===== config.mk =====
export PLATFORM = sky130hd
export DESIGN_NAME = countdown_timer_bcd
export DESIGN_NICKNAME = d
export VERILOG_FILES = /design/src/rtl/timer_pkg.sv /design/src/rtl/bcd_down_digit.sv /design/src/rtl/countdown_timer_bcd.sv
export SDC_FILE = /design/constraint.sdc
export NUM_CORES = 1
export LEC_CHECK = 0
export CAP_MARGIN = 20
export CORE_ASPECT_RATIO = 1.4
export CORE_MARGIN = 5
export CORE_UTILIZATION = 45
export DETAILED_ROUTE_END_ITERATION = 12
export GPL_ROUTABILITY_DRIVEN = 0
export PLACE_DENSITY_LB_ADDON = 0.15
export SYNTH_ARGS = -nofsm -noshare
export SYNTH_HDL_FRONTEND = slang
export SYNTH_SLANG_ARGS = --single-unit

===== constraint.sdc =====
create_clock -name clock -period 1.8 [get_ports clock]
set_input_delay 0.36 -clock clock [delete_from_list [all_inputs] [get_ports clock]]
set_output_delay 0.36 -clock clock [all_outputs]
set_load 0.02 [all_outputs]

===== src/rtl/timer_pkg.sv =====
// Shared definitions for the BCD countdown timer.
// Holds the FSM state type, the digit width and the per-digit maxima.
// Also provides a helper that returns the maximum for a given digit position.
package timer_pkg;

  localparam int DIGIT_W = 4;

  // Largest value a digit may hold: decimal digits reach 9. In mm:ss mode the
  // tens-of-seconds digit only reaches 5.
  localparam logic [DIGIT_W-1:0] DIGIT_MAX      = 4'd9;
  localparam logic [DIGIT_W-1:0] DIGIT_MAX_TENS = 4'd5;

  typedef enum logic [1:0] {
    IDLE  = 2'd0,
    RUN   = 2'd1,
    PAUSE = 2'd2,
    DONE  = 2'd3
  } state_t;

  // Maximum for digit position idx. Digit 1 is tens of seconds when mmss is set.
  function automatic logic [DIGIT_W-1:0] digit_max(input int idx, input bit mmss);
    return (mmss && idx == 1) ? DIGIT_MAX_TENS : DIGIT_MAX;
  endfunction

endpackage


===== src/rtl/bcd_down_digit.sv =====
// One BCD down-counting digit with load, clamp and borrow.
// Ports: clock, clearn (sync active-low); load/value preset (clamped to MAX);
//        dec decrements; q current digit; borrow is high when dec hits a 0 digit.
module bcd_down_digit
  import timer_pkg::*;
#(
  parameter logic [DIGIT_W-1:0] MAX = DIGIT_MAX
) (
  input  logic               clock,
  input  logic               clearn,
  input  logic               load,
  input  logic [DIGIT_W-1:0] value,
  input  logic               dec,
  output logic [DIGIT_W-1:0] q,
  output logic               borrow
);

  // A 0 digit that is decremented reloads MAX and passes the borrow upward.
  assign borrow = dec && (q == '0);

  always_ff @(posedge clock) begin
    if (!clearn) begin
      q <= '0;
    end else if (load) begin
      q <= (value > MAX) ? MAX : value;
    end else if (dec) begin
      q <= (q == '0) ? MAX : q - 1'b1;
    end
  end

endmodule


===== src/rtl/countdown_timer_bcd.sv =====
// BCD countdown timer: a borrow chain of digits controlled by an IDLE/RUN/PAUSE/DONE FSM.
// Ports: clock, clearn (sync active-low); data/loadn preset; start, stop, tick control;
//        digits (registered), zero (combinational), running, done, load_err (registered).
module countdown_timer_bcd
  import timer_pkg::*;
#(
  parameter int NUM_DIGITS = 4,
  parameter int MMSS_MODE  = 1
) (
  input  logic                      clock,
  input  logic                      clearn,
  input  logic [4*NUM_DIGITS-1:0]   data,
  input  logic                      loadn,
  input  logic                      start,
  input  logic                      stop,
  input  logic                      tick,
  output logic [4*NUM_DIGITS-1:0]   digits,
  output logic                      zero,
  output logic                      running,
  output logic                      done,
  output logic                      load_err
);

  localparam int W = DIGIT_W * NUM_DIGITS;

  state_t          state;
  state_t          state_nxt;
  logic            load_all;
  logic [W-1:0]    load_val;
  logic            do_dec;
  logic            last_dec;
  logic [NUM_DIGITS-1:0] dec_chain;
  logic [NUM_DIGITS-1:0] borrow_out;
  logic            unused_top_borrow;

  assign zero = (digits == '0);

  // Ticks count only in RUN. The zero guard keeps the value from wrapping.
  assign do_dec   = (state == RUN) && tick && !zero;
  // The decrement that lands on zero is the one applied to a value of exactly 1.
  assign last_dec = do_dec && (digits == {{(W-1){1'b0}}, 1'b1});

  // The borrow of digit k decrements digit k+1.
  assign dec_chain[0] = do_dec;
  for (genvar k = 1; k < NUM_DIGITS; k++) begin : g_chain
    assign dec_chain[k] = borrow_out[k-1];
  end
  // The top digit never borrows because counting stops at zero.
  assign unused_top_borrow = borrow_out[NUM_DIGITS-1];

  for (genvar k = 0; k < NUM_DIGITS; k++) begin : g_dig
    bcd_down_digit #(
      .MAX (digit_max(k, MMSS_MODE != 0))
    ) u_digit (
      .clock  (clock),
      .clearn (clearn),
      .load   (load_all),
      .value  (load_val[k*DIGIT_W +: DIGIT_W]),
      .dec    (dec_chain[k]),
      .q      (digits[k*DIGIT_W +: DIGIT_W]),
      .borrow (borrow_out[k])
    );
  end

  always_comb begin
    state_nxt = state;
    load_all  = 1'b0;
    load_val  = data;
    case (state)
      IDLE: begin
        if (start && !zero) state_nxt = RUN;
      end
      RUN: begin
        // The final tick wins over a simultaneous stop.
        if (last_dec)  state_nxt = DONE;
        else if (stop) state_nxt = PAUSE;
      end
      PAUSE: begin
        // A stop while paused cancels the countdown and clears the value.
        if (stop) begin
          state_nxt = IDLE;
          load_all  = 1'b1;
          load_val  = '0;
        end else if (start) begin
          state_nxt = RUN;
        end
      end
      DONE: begin
        state_nxt = DONE;
      end
      default: state_nxt = IDLE;
    endcase
    // A load outside RUN overrides everything else and parks the FSM in IDLE.
    if (!loadn && state != RUN) begin
      load_all  = 1'b1;
      load_val  = data;
      state_nxt = IDLE;
    end
  end

  always_ff @(posedge clock) begin
    if (!clearn) begin
      state    <= IDLE;
      running  <= 1'b0;
      done     <= 1'b0;
      load_err <= 1'b0;
    end else begin
      state    <= state_nxt;
      running  <= (state_nxt == RUN);
      done     <= last_dec;
      load_err <= (state == RUN) && !loadn;
    end
  end

endmodule


==> results of run 1 <==
## kinds of logic (layout without fill, tap and decap cells)
kind of cell,after synthesis,count (layout)
DFF,21,21
buffers and inverters,17,92
AOI/OAI and AO/OA,58,58
muxes,2,2
and+or+nand+nor,72,72
## stage by stage
step	total power, mW	cell area [um2]	hold WS, ns	setup TNS, ns
after CTS	1.49	2160	0.624	0
final	1.52	2220	0.625	-0.0156
after global placement	1.16	2120	0.605	-1.01
after floorplan	0.869	1420	0.486	0
after global routing	1.60	2220	0.645	-0.0639
after detailed placement	1.18	2120	0.611	-1.12
## worst min path at each step
stage,cells past startpoint,endpoint,start
after CTS,2,g_dig[1].u_digit.q[3]$_SDFFE_PN0P_,g_dig[1].u_digit.q[3]$_SDFFE_PN0P_
final,2,g_dig[1].u_digit.q[3]$_SDFFE_PN0P_,g_dig[1].u_digit.q[3]$_SDFFE_PN0P_
after global placement,2,g_dig[1].u_digit.q[3]$_SDFFE_PN0P_,g_dig[1].u_digit.q[3]$_SDFFE_PN0P_
after detailed placement,2,g_dig[1].u_digit.q[3]$_SDFFE_PN0P_,g_dig[1].u_digit.q[3]$_SDFFE_PN0P_
after floorplan,1,g_dig[3].u_digit.q[3]$_SDFFE_PN0P_,data[15]
after global routing,2,g_dig[1].u_digit.q[3]$_SDFFE_PN0P_,g_dig[1].u_digit.q[3]$_SDFFE_PN0P_
## cell type report
type	instances	area, um2
sequential	21	424
tap	39	48.8
timing repair buffer	81	726
fill	271	873
clock buffer	3	41.3
clock inverter	1	5.00
inverter	7	26.3
multi-input combinational	132	948
## placed cells by master (no fill, tap or decap), types with 2 or more instances in the layout
| master | synthesis | layout |
|---|---|---|
| a211oi_1 | 6 | 5 |
| a21boi_0 | 2 | 2 |
| a21o_1 | 2 | 2 |
| a21oi_1 | 8 | 8 |
| a32o_1 | 3 | 3 |
| buf_4 | 1 | 40 |
| clkbuf_8 | 0 | 3 |
| clkdlybuf4s50_1 | 0 | 33 |
| dfxtp_1 | 21 | 18 |
| dfxtp_2 | 0 | 3 |
| dlymetal6s2s_1 | 0 | 6 |
| inv_1 | 7 | 7 |
| mux2i_1 | 2 | 2 |
| nand2_1 | 13 | 13 |
| nand2b_1 | 4 | 4 |
| nand3_1 | 4 | 4 |
| nand3b_1 | 3 | 3 |
| nand4_1 | 3 | 3 |
| nand4b_1 | 2 | 2 |
| nor2_1 | 15 | 15 |
| nor2b_1 | 3 | 3 |
| nor3_1 | 6 | 5 |
| nor4_1 | 3 | 3 |
| nor4_4 | 3 | 4 |
| o211ai_1 | 5 | 5 |
| o21a_1 | 3 | 3 |
| o21ai_0 | 7 | 7 |
| o31ai_1 | 3 | 3 |
## state kept, by name, summed over array words and instances (netlist names)
register	flops
done	1
g_dig.u_digit.q	16
load_err	1
running	1
state	2
## metal layers
layer / share of wire / up-vias
met5: 0 / -
met1: 0.38 / 795
met2: 0.52 / 82
met4: 0.042 / 0
met3: 0.060 / 19
li1: - / 805
## report_power, final
group | leakage (nW) | switching [mW] | internal [mW]
Clock | 0.0255 | 0.160 | 0.154
Sequential | 0.173 | 0.0347 | 0.502
Combinational | 0.752 | 0.342 | 0.327
Total | 0.951 | 0.537 | 0.983
## worst register-to-register path, delay by kind of cell (launching register included)
| kind | cells | cell delay [ns] |
|---|---|---|
| and+or+nand+nor | 2 | 0.79 |
| AOI/OAI and AO/OA | 2 | 0.30 |
| buffers and inverters | 1 | 0.15 |
| DFF | 1 | 0.32 |
## what timing repair did
| action | 4_1_cts | 5_1_grt |
|---|---|---|
| hold buffers | 0 | 0 |
| resized for setup | 6 | 17 |
| pin swaps | 2 | 3 |
| endpoints found under the setup margin | 2 | 14 |
==> run_results.csv, run 1 <==
group,metric,value,unit
status,status,"finished with violations",
setup_path,cp-endpoint,"zero",
routing,drt_first_pass_iters,4,
routing,vias,1701,
clocking,numCtsBuffers,3,
timing,finalHoldViolCount,0,
final_layout,fin_util,0.718,
power_and_ir_drop,power_density,685,nW/um2
timing,worst_pin_slew,0.421,ns
synthesis,yosys.area_share.simple,0.317,
worst_hold_path,hp-class,"flip-flop to flip-flop",
clocking,htreeDepth,1,
routing,drc,0,
die,die_w,57.5,um
synthesis,yosysTopAreaCell,"dfxtp_1",
setup_path,worstSetupPathType,"flip-flop to output pin",
setup_path,r2r-start,"g_dig[2].u_digit.q[0]$_SDFFE_PN0P_",
timing,setup_viol_count_final,1,
setup_path,path_delay_family,"simple AND/OR/NAND/NOR gates",
clocking,cts_setup_buffers,0,
routing,drt_wl_total,4930,um
synthesis,ys_warn_count,0,
timing,slew_headroom,0.717,
setup_path,critPathLaunchType,"flip-flop",
synthesis,synth_compound_area_frac,0.308,
synthesis,muxShareOfSynthArea,0.0141,
setup_path,cp-end-kind,"output pin",
die,die_y,76.6,um
routing,drt_iter0_markers,71,
setup_path,rr_endpoint,"g_dig[3].u_digit.q[1]$_SDFFE_PN0P_",
place,placed_cells,280,
synthesis,synth_adder_area_share,0,
setup_path,cp.depth,4,
setup_path,worstPathMaxFanout,2,
grt,grt_pass1_wl,8030,um
place,dp_hpwl,3760,um
setup_path,startpoint,"g_dig[3].u_digit.q[1]$_SDFFE_PN0P_",
grt,use_met3,0.0271,
routing,postRouteAntennaNets,0,
timing,rsz0062_at_grt,"yes",
routing,post_drt_wl_per_cell,17.3,um
synthesis,avgSynthCellArea,8.38,um2
final_layout,synthToLayoutAreaGrowth,55.9,%
die,core_area,3090,um2
place,io_buffers,41,
setup_path,critPathBufInv,1,
synthesis,synth_area,1420,um2
power_and_ir_drop,p_leak,0.951,nW
final_layout,stdcell_count,284,
grt,gr-usage-met1,0.261,
setup_path,rrSetupSlack,0.11,ns
final_layout,antennaDiodeCount,0,
status,violations,"setup timing",
clocking,clockBufferDepth,2,
grt,top_usage_layer,"met2",
grt,antenna_found_initial,0,
synthesis,synth_edf_count,0,
synthesis,synthXorXnorAreaFrac,0,
synthesis,netlist-cell-type-count,55,
synthesis,synth_top_family_by_area,"simple AND/OR/NAND/NOR gates",
run,drv_cap,0,
setup_path,critPathMaxStageDelay,0.36,ns
synthesis,synth-main-ff-cell,"dfxtp_1",
synthesis,synth.area.top_cells,"dfxtp_1 (30%), nor4_4 (4.5%), nor2_1 (4.0%), nand2_1 (3.4%), a211oi_1 (3.2%)",
synthesis,synth_most_common_cell,"dfxtp_1",
final_layout,drive_above_1_share,0.265,
synthesis,synth_seq_area_share,0.295,
power_and_ir_drop,peakVddDrop,545,uV
synthesis,syn-num-nets,192,
die,fp-row-count,24,
grt,grt_start_max_net_pins,13,
clocking,clock_sinks,21,
synthesis,synth_cells,170,
timing,post-route-period-util,1.01,
synthesis,ys_top_cells_by_count,"dfxtp_1 (21), nor2_1 (15), nand2_1 (13)",
setup_path,cp_cell_sequence,"nor4_4 > and3_4 > and2_4 > buf_6",
place,dp_slack,-0.169,ns
clocking,cts_tree,"done",
grt,grtUsageTotal,0.227,
die,start_util,0.460,
grt,use_met2,0.396,
final_layout,nets,268,
timing,final_max_slew_viol_count,0,
die,boundaryPins,42,
setup_path,required,1.44,ns
timing,fmax,551,MHz
routing,viasPerCell,5.99,
timing,fin_worst_skew,0.00292,ns
setup_path,arrival,1.46,ns
grt,grt-ovfl-total,0,
synthesis,ys_ff_latch,21,
setup_path,reg2reg_depth,5,
die,die_area,4400,um2
clocking,cts.clk_slew.worst_paths,0.08,ns
synthesis,async_reset_ff_frac,0,
clocking,insertion_delay,0.26,ns
synthesis,synth_top_area_share,0.295,
timing,timing.final.ws_setup,-0.0156,ns
grt,grt_pass1_vias,1717,
timing,min_period,1.82,ns
setup_path,critPathSlowestCell,"nor4_4",
clocking,cts_root_buffer,"clkbuf_8",
No activity file was read; power rests on OpenSTA's default activity.
==> run 2: changes to the inputs <==
--- a/config.mk
+++ b/config.mk
@@ -8,10 +8,11 @@
 export CAP_MARGIN = 20
 export CORE_ASPECT_RATIO = 1.4
 export CORE_MARGIN = 5
-export CORE_UTILIZATION = 45
+export CORE_UTILIZATION = 36
 export DETAILED_ROUTE_END_ITERATION = 12
 export GPL_ROUTABILITY_DRIVEN = 0
 export PLACE_DENSITY_LB_ADDON = 0.15
 export SYNTH_ARGS = -nofsm -noshare
 export SYNTH_HDL_FRONTEND = slang
 export SYNTH_SLANG_ARGS = --single-unit
+export TNS_END_PERCENT = 50
==> run 2 against run 1 <==
Net effect:
- largest power group unchanged
- the flow now finishes without violations
- fmax grew 0.96%
- critical endpoint unchanged
- first-iteration DRC count shrank 1.4%
- sequential power is essentially flat
==> run_results.csv, run 2 (same netlist as run 1, synthesis figures left out) <==
group,metric,value,unit
final_layout,multiInputGateArea,942,um2
status,status,"finished clean",
setup_path,startpoint,"g_dig[3].u_digit.q[0]$_SDFFE_PN0P_",
timing,min_period,1.80,ns
clocking,cts_setup_buffers,0,
power_and_ir_drop,power_density,682,nW/um2
clocking,cts.clk_slew.worst_paths,0.09,ns
clocking,cts_tree,"done",
timing,holdWs,0.634,ns
timing,finalHoldViolCount,0,
setup_path,required,1.44,ns
die,fp-row-count,27,
final_layout,largest_reg_flops,16,
clocking,clockBufferDepth,2,
worst_hold_path,min_from,"g_dig[1].u_digit.q[3]$_SDFFE_PN0P_",
grt,grt_pass1_wl,8220,um
setup_path,arrival,1.44,ns
clocking,numCtsBuffers,3,
final_layout,layout_common_cells,"buf_4 (42), clkdlybuf4s50_1 (29), dfxtp_1 (20)",
final_layout,drive_above_1_share,0.259,
setup_path,r2r-start,"g_dig[3].u_digit.q[0]$_SDFFE_PN0P_",
setup_path,worstSetupPathType,"flip-flop to output pin",
routing,drt_wl_total,4940,um
final_layout,synthToLayoutAreaGrowth,57.6,%
setup_path,rrSetupSlack,0.11,ns
grt,grt_start_max_net_pins,14,
final_layout,layout_commonest_cell,"buf_4",
worst_hold_path,hold_end,"g_dig[1].u_digit.q[3]$_SDFFE_PN0P_",
timing,worst_pin_slew,0.409,ns
clocking,insertion_delay,0.27,ns
run,drv_cap,0,
die,start_util,0.367,
clocking,htreeDepth,1,
setup_path,reg2reg_depth,5,
grt,grtUsageTotal,0.189,
timing,fin_worst_skew,0.00925,ns
routing,post_drt_wl_per_cell,17.0,um
timing,final_max_slew_viol_count,0,
worst_hold_path,hp-class,"flip-flop to flip-flop",
grt,grt-ovfl-total,0,
clocking,clock_sinks,21,
final_layout,antennaDiodeCount,0,
final_layout,nets,270,
setup_path,cp-end-kind,"output pin",
place,dpl_cell_area,2140,um2
place,dp_hpwl,3930,um
final_layout,regMostFlops,"g_dig.u_digit.q",
die,die_area,5330,um2
setup_path,critPathLaunchType,"flip-flop",
die,core_area,3880,um2
worst_hold_path,hold_path_depth,2,
routing,postRouteAntennaNets,0,
final_layout,regArea,422,um2
grt,grt_pass1_vias,1703,
timing,rsz0062_at_grt,"yes",
timing,finalSetupTns,0,ns
die,die_w,63.2,um
routing,vias,1676,
timing,slew_headroom,0.727,
setup_path,worstPathMaxFanout,2,
routing,drt_iter0_markers,70,
final_layout,fillers,364,
final_layout,largest_registers,"g_dig.u_digit.q (16), state (2)",
setup_path,rr_endpoint,"g_dig[0].u_digit.q[3]$_SDFFE_PN0P_",
die,die_y,84.4,um
place,io_buffers,41,
clocking,holdBufCountCts,0,
final_layout,fin_area,2240,um2
routing,viasPerCell,5.78,
grt,antenna_found_initial,0,
clocking,cts_root_buffer,"clkbuf_8",
routing,drc,0,
timing,fmax,556,MHz
timing,post-route-period-util,0.999,
timing,setup_viol_count_final,0,
routing,drt_first_pass_iters,4,
die,boundaryPins,42,
power_and_ir_drop,peakVddDrop,416,uV
power_and_ir_drop,p_leak,1.02,nW
-- run 2: layout make-up --
class / count / area share
clock buffer: 3 / 0.0184
sequential: 21 / 0.188
clock inverter: 1 / 0.00335
tap: 43 / 0.0240
inverter: 7 / 0.0117
multi-input combinational: 132 / 0.420
timing repair buffer: 83 / 0.335
-- run 2: worst max path at each step --
| stage | to | slack (ns) | cells past startpoint |
|---|---|---|---|
| after global placement | zero | -0.17 | 4 |
| after floorplan | zero | 0.13 | 3 |
| final | zero | 0.002 | 4 |
| after detailed placement | zero | -0.19 | 4 |
| after CTS | zero | 0.002 | 4 |
| after global routing | zero | -0.07 | 4 |
-- run 2: layer usage --
| layer | vias up | share of wire | wire length (um) | global-route usage |
|---|---|---|---|---|
| met5 | - | 0 | 0 | 0 |
| met4 | 0 | 0.016 | 78 | 0.0792 |
| met3 | 8 | 0.048 | 237 | 0.0335 |
| met2 | 58 | 0.51 | 2540 | 0.326 |
| met1 | 791 | 0.42 | 2080 | 0.226 |
| li1 | 819 | - | - | - |
-- run 2: worst max-delay path: stages, from the launching register on --
cell and delay [ns]:
dfxtp_2 0.35, nor4_4 0.34, and3_4 0.24, and2_4 0.14, buf_6 0.11
-- run 2: stage by stage --
stage / std cells / power [mW] / util / worst slack (ns)
2_1_floorplan: 170 / 0.869 / - / 0.128
3_3_place_gp: 286 / 1.17 / 0.550 / -0.170
3_5_place_dp: 286 / 1.18 / 0.550 / -0.190
4_1_cts: 290 / 1.52 / 0.566 / 0.00234
5_1_grt: 290 / 1.62 / 0.577 / -0.0673
6_report: 290 / 1.53 / 0.577 / 0.00162
-- run 2: power breakdown --
group	internal (mW)	switching, mW	total (mW)
sequential	0.501	0.0364	0.537
clock	0.157	0.173	0.330
combinational	0.329	0.335	0.664
total	0.987	0.544	1.53
-- run 2: what timing repair did --
item | in CTS | in global routing
pin swaps | 2 | 1
gates cloned | 0 | 0
gates resized for setup | 11 | 13
setup endpoints to repair | 2 | 15
==> variant (settings of run 1) <==
Set the parameter `MMSS_MODE` to 0 (it was 1).
--- a/src/rtl/countdown_timer_bcd.sv
+++ b/src/rtl/countdown_timer_bcd.sv
@@ -7,3 +7,3 @@
   parameter int NUM_DIGITS = 4,
-  parameter int MMSS_MODE  = 1
+  parameter int MMSS_MODE  = 0
 ) (
Check against the original RTL: not equivalent (Yosys sat finds a counterexample within 4 cycles, from zero or initial values).
==> variant against run 1 <==
The flow still finishes with violations (negative setup slack); combinational power is 51% higher; count of clock-buffer cells in the layout stayed put; synthesized cell count is 2.4% higher; routed wire length is 29% higher; final cell count is 8.5% higher; sequential cell count stayed put; maximum frequency is 11% lower; global-route usage is 1.7 points higher; power is 23% higher; sequential power is 1% higher; area after synthesis is 2.0% lower; cell area is 15% higher; setup slack worse by 0.22 ns; clock power is 2% higher.
==> variant: results (changes against run 1) <==
Setup path
  – CP max stage delay: 0.57 ns (+0.21 ns)
  – R2R Setup Slk: -0.20 ns (-0.31 ns)
  – Reg-to-reg endpoint: g_dig[1].u_digit.q[3]$_SDFFE_PN0P_
  – RR Startpoint: g_dig[2].u_digit.q[2]$_SDFFE_PN0P_

Synthesis
  – Compound-cell area share of the yosys netlist: 27.1% (-3.7 points)
  – XOR/XNOR share of the synthesized area: 1.88% (+1.9 points)
  – Multiplexer share of the synthesized area: 0.717% (-0.69 points)
  – Most instantiated cells after synthesis: nor2_1 (22), dfxtp_1 (21), a21oi_1 (13)
  – Synth unique cells: 49 (-11%)
  – Net Count, Synth: 196 (+2.1%)
  – Post-synthesis sequential area ratio: 30.1% (+0.61 points)

Detailed routing
  – WL final: 6.34 mm (+29%)
  – Met3 wire length: 319 µm (+8.1%)
  – Initial DRC Count: 128 (+80%)
  – Avg Vias per Cell: 6.20 (+3.6%)

GRT
  – Met1 track demand over resource: 25.9% (-0.20 points)
  – Total track usage: 24.4% (+1.7 points)
  – Largest net degree at the start of global routing: 17 (+4)
  – GR Util met2: 45.0% (+5.4 points)

STA
  – Final Worst Setup Slack: -0.240 ns (-0.224 ns)
  – Setup violations, final: 19 (+18)
  – Worst-margin pin slew: 0.474 ns (+0.0532 ns)
  – Sum Neg Setup Slack: -1.64 ns (-1.62 ns)

Status
  – Violated checks: negative setup slack
  – Status: complete, but fails checks

Cells and area
  – Fillers: 206 (-24%)
  – Layout cells sized above 1: 39.0% (+13 points)
  – Synthesis-to-finish area growth: 82.3%

Power and ir drop
  – P_clk: 321 µW (+2%)
  – Total leakage power: 1.04 nW (+8.9%)
  – VDD IR max: 0.518 mV (-4.9%)

Hold path
  – Hold_sp: g_dig[3].u_digit.q[3]$_SDFFE_PN0P_
[variant: changes by cell type in the layout (fill, tap and decap cells not counted), sizes merged, moves of 4 or more]
cell	delta
clkdlybuf4s50	+7
or4	+4
a211oi	-4
a21oi	+5
dlymetal6s2s	-6
nor2	+7
o21ai	+5
buf	+18
[variant: cell type report]
class	count	area share (%)
multi-input combinational	140	43.6
timing repair buffer	99	35.0
sequential	21	16.9
clock inverter	1	0.197
inverter	5	0.738
tap	39	1.92
clock buffer	3	1.62
[variant: repair_timing]
action,in CTS,in global routing
endpoints found under the setup margin,13,18
pin swaps,13,17
gates resized for setup,20,29
endpoints found under the hold margin,0,0
buffers inserted,4,5
[variant: per-stage QoR]
step,setup WS (ns),std cells
6_report,-0.240,308
5_1_grt,-0.275,308
4_1_cts,-0.220,304
3_5_place_dp,-0.413,298
3_3_place_gp,-0.384,298
2_1_floorplan,-0.116,174
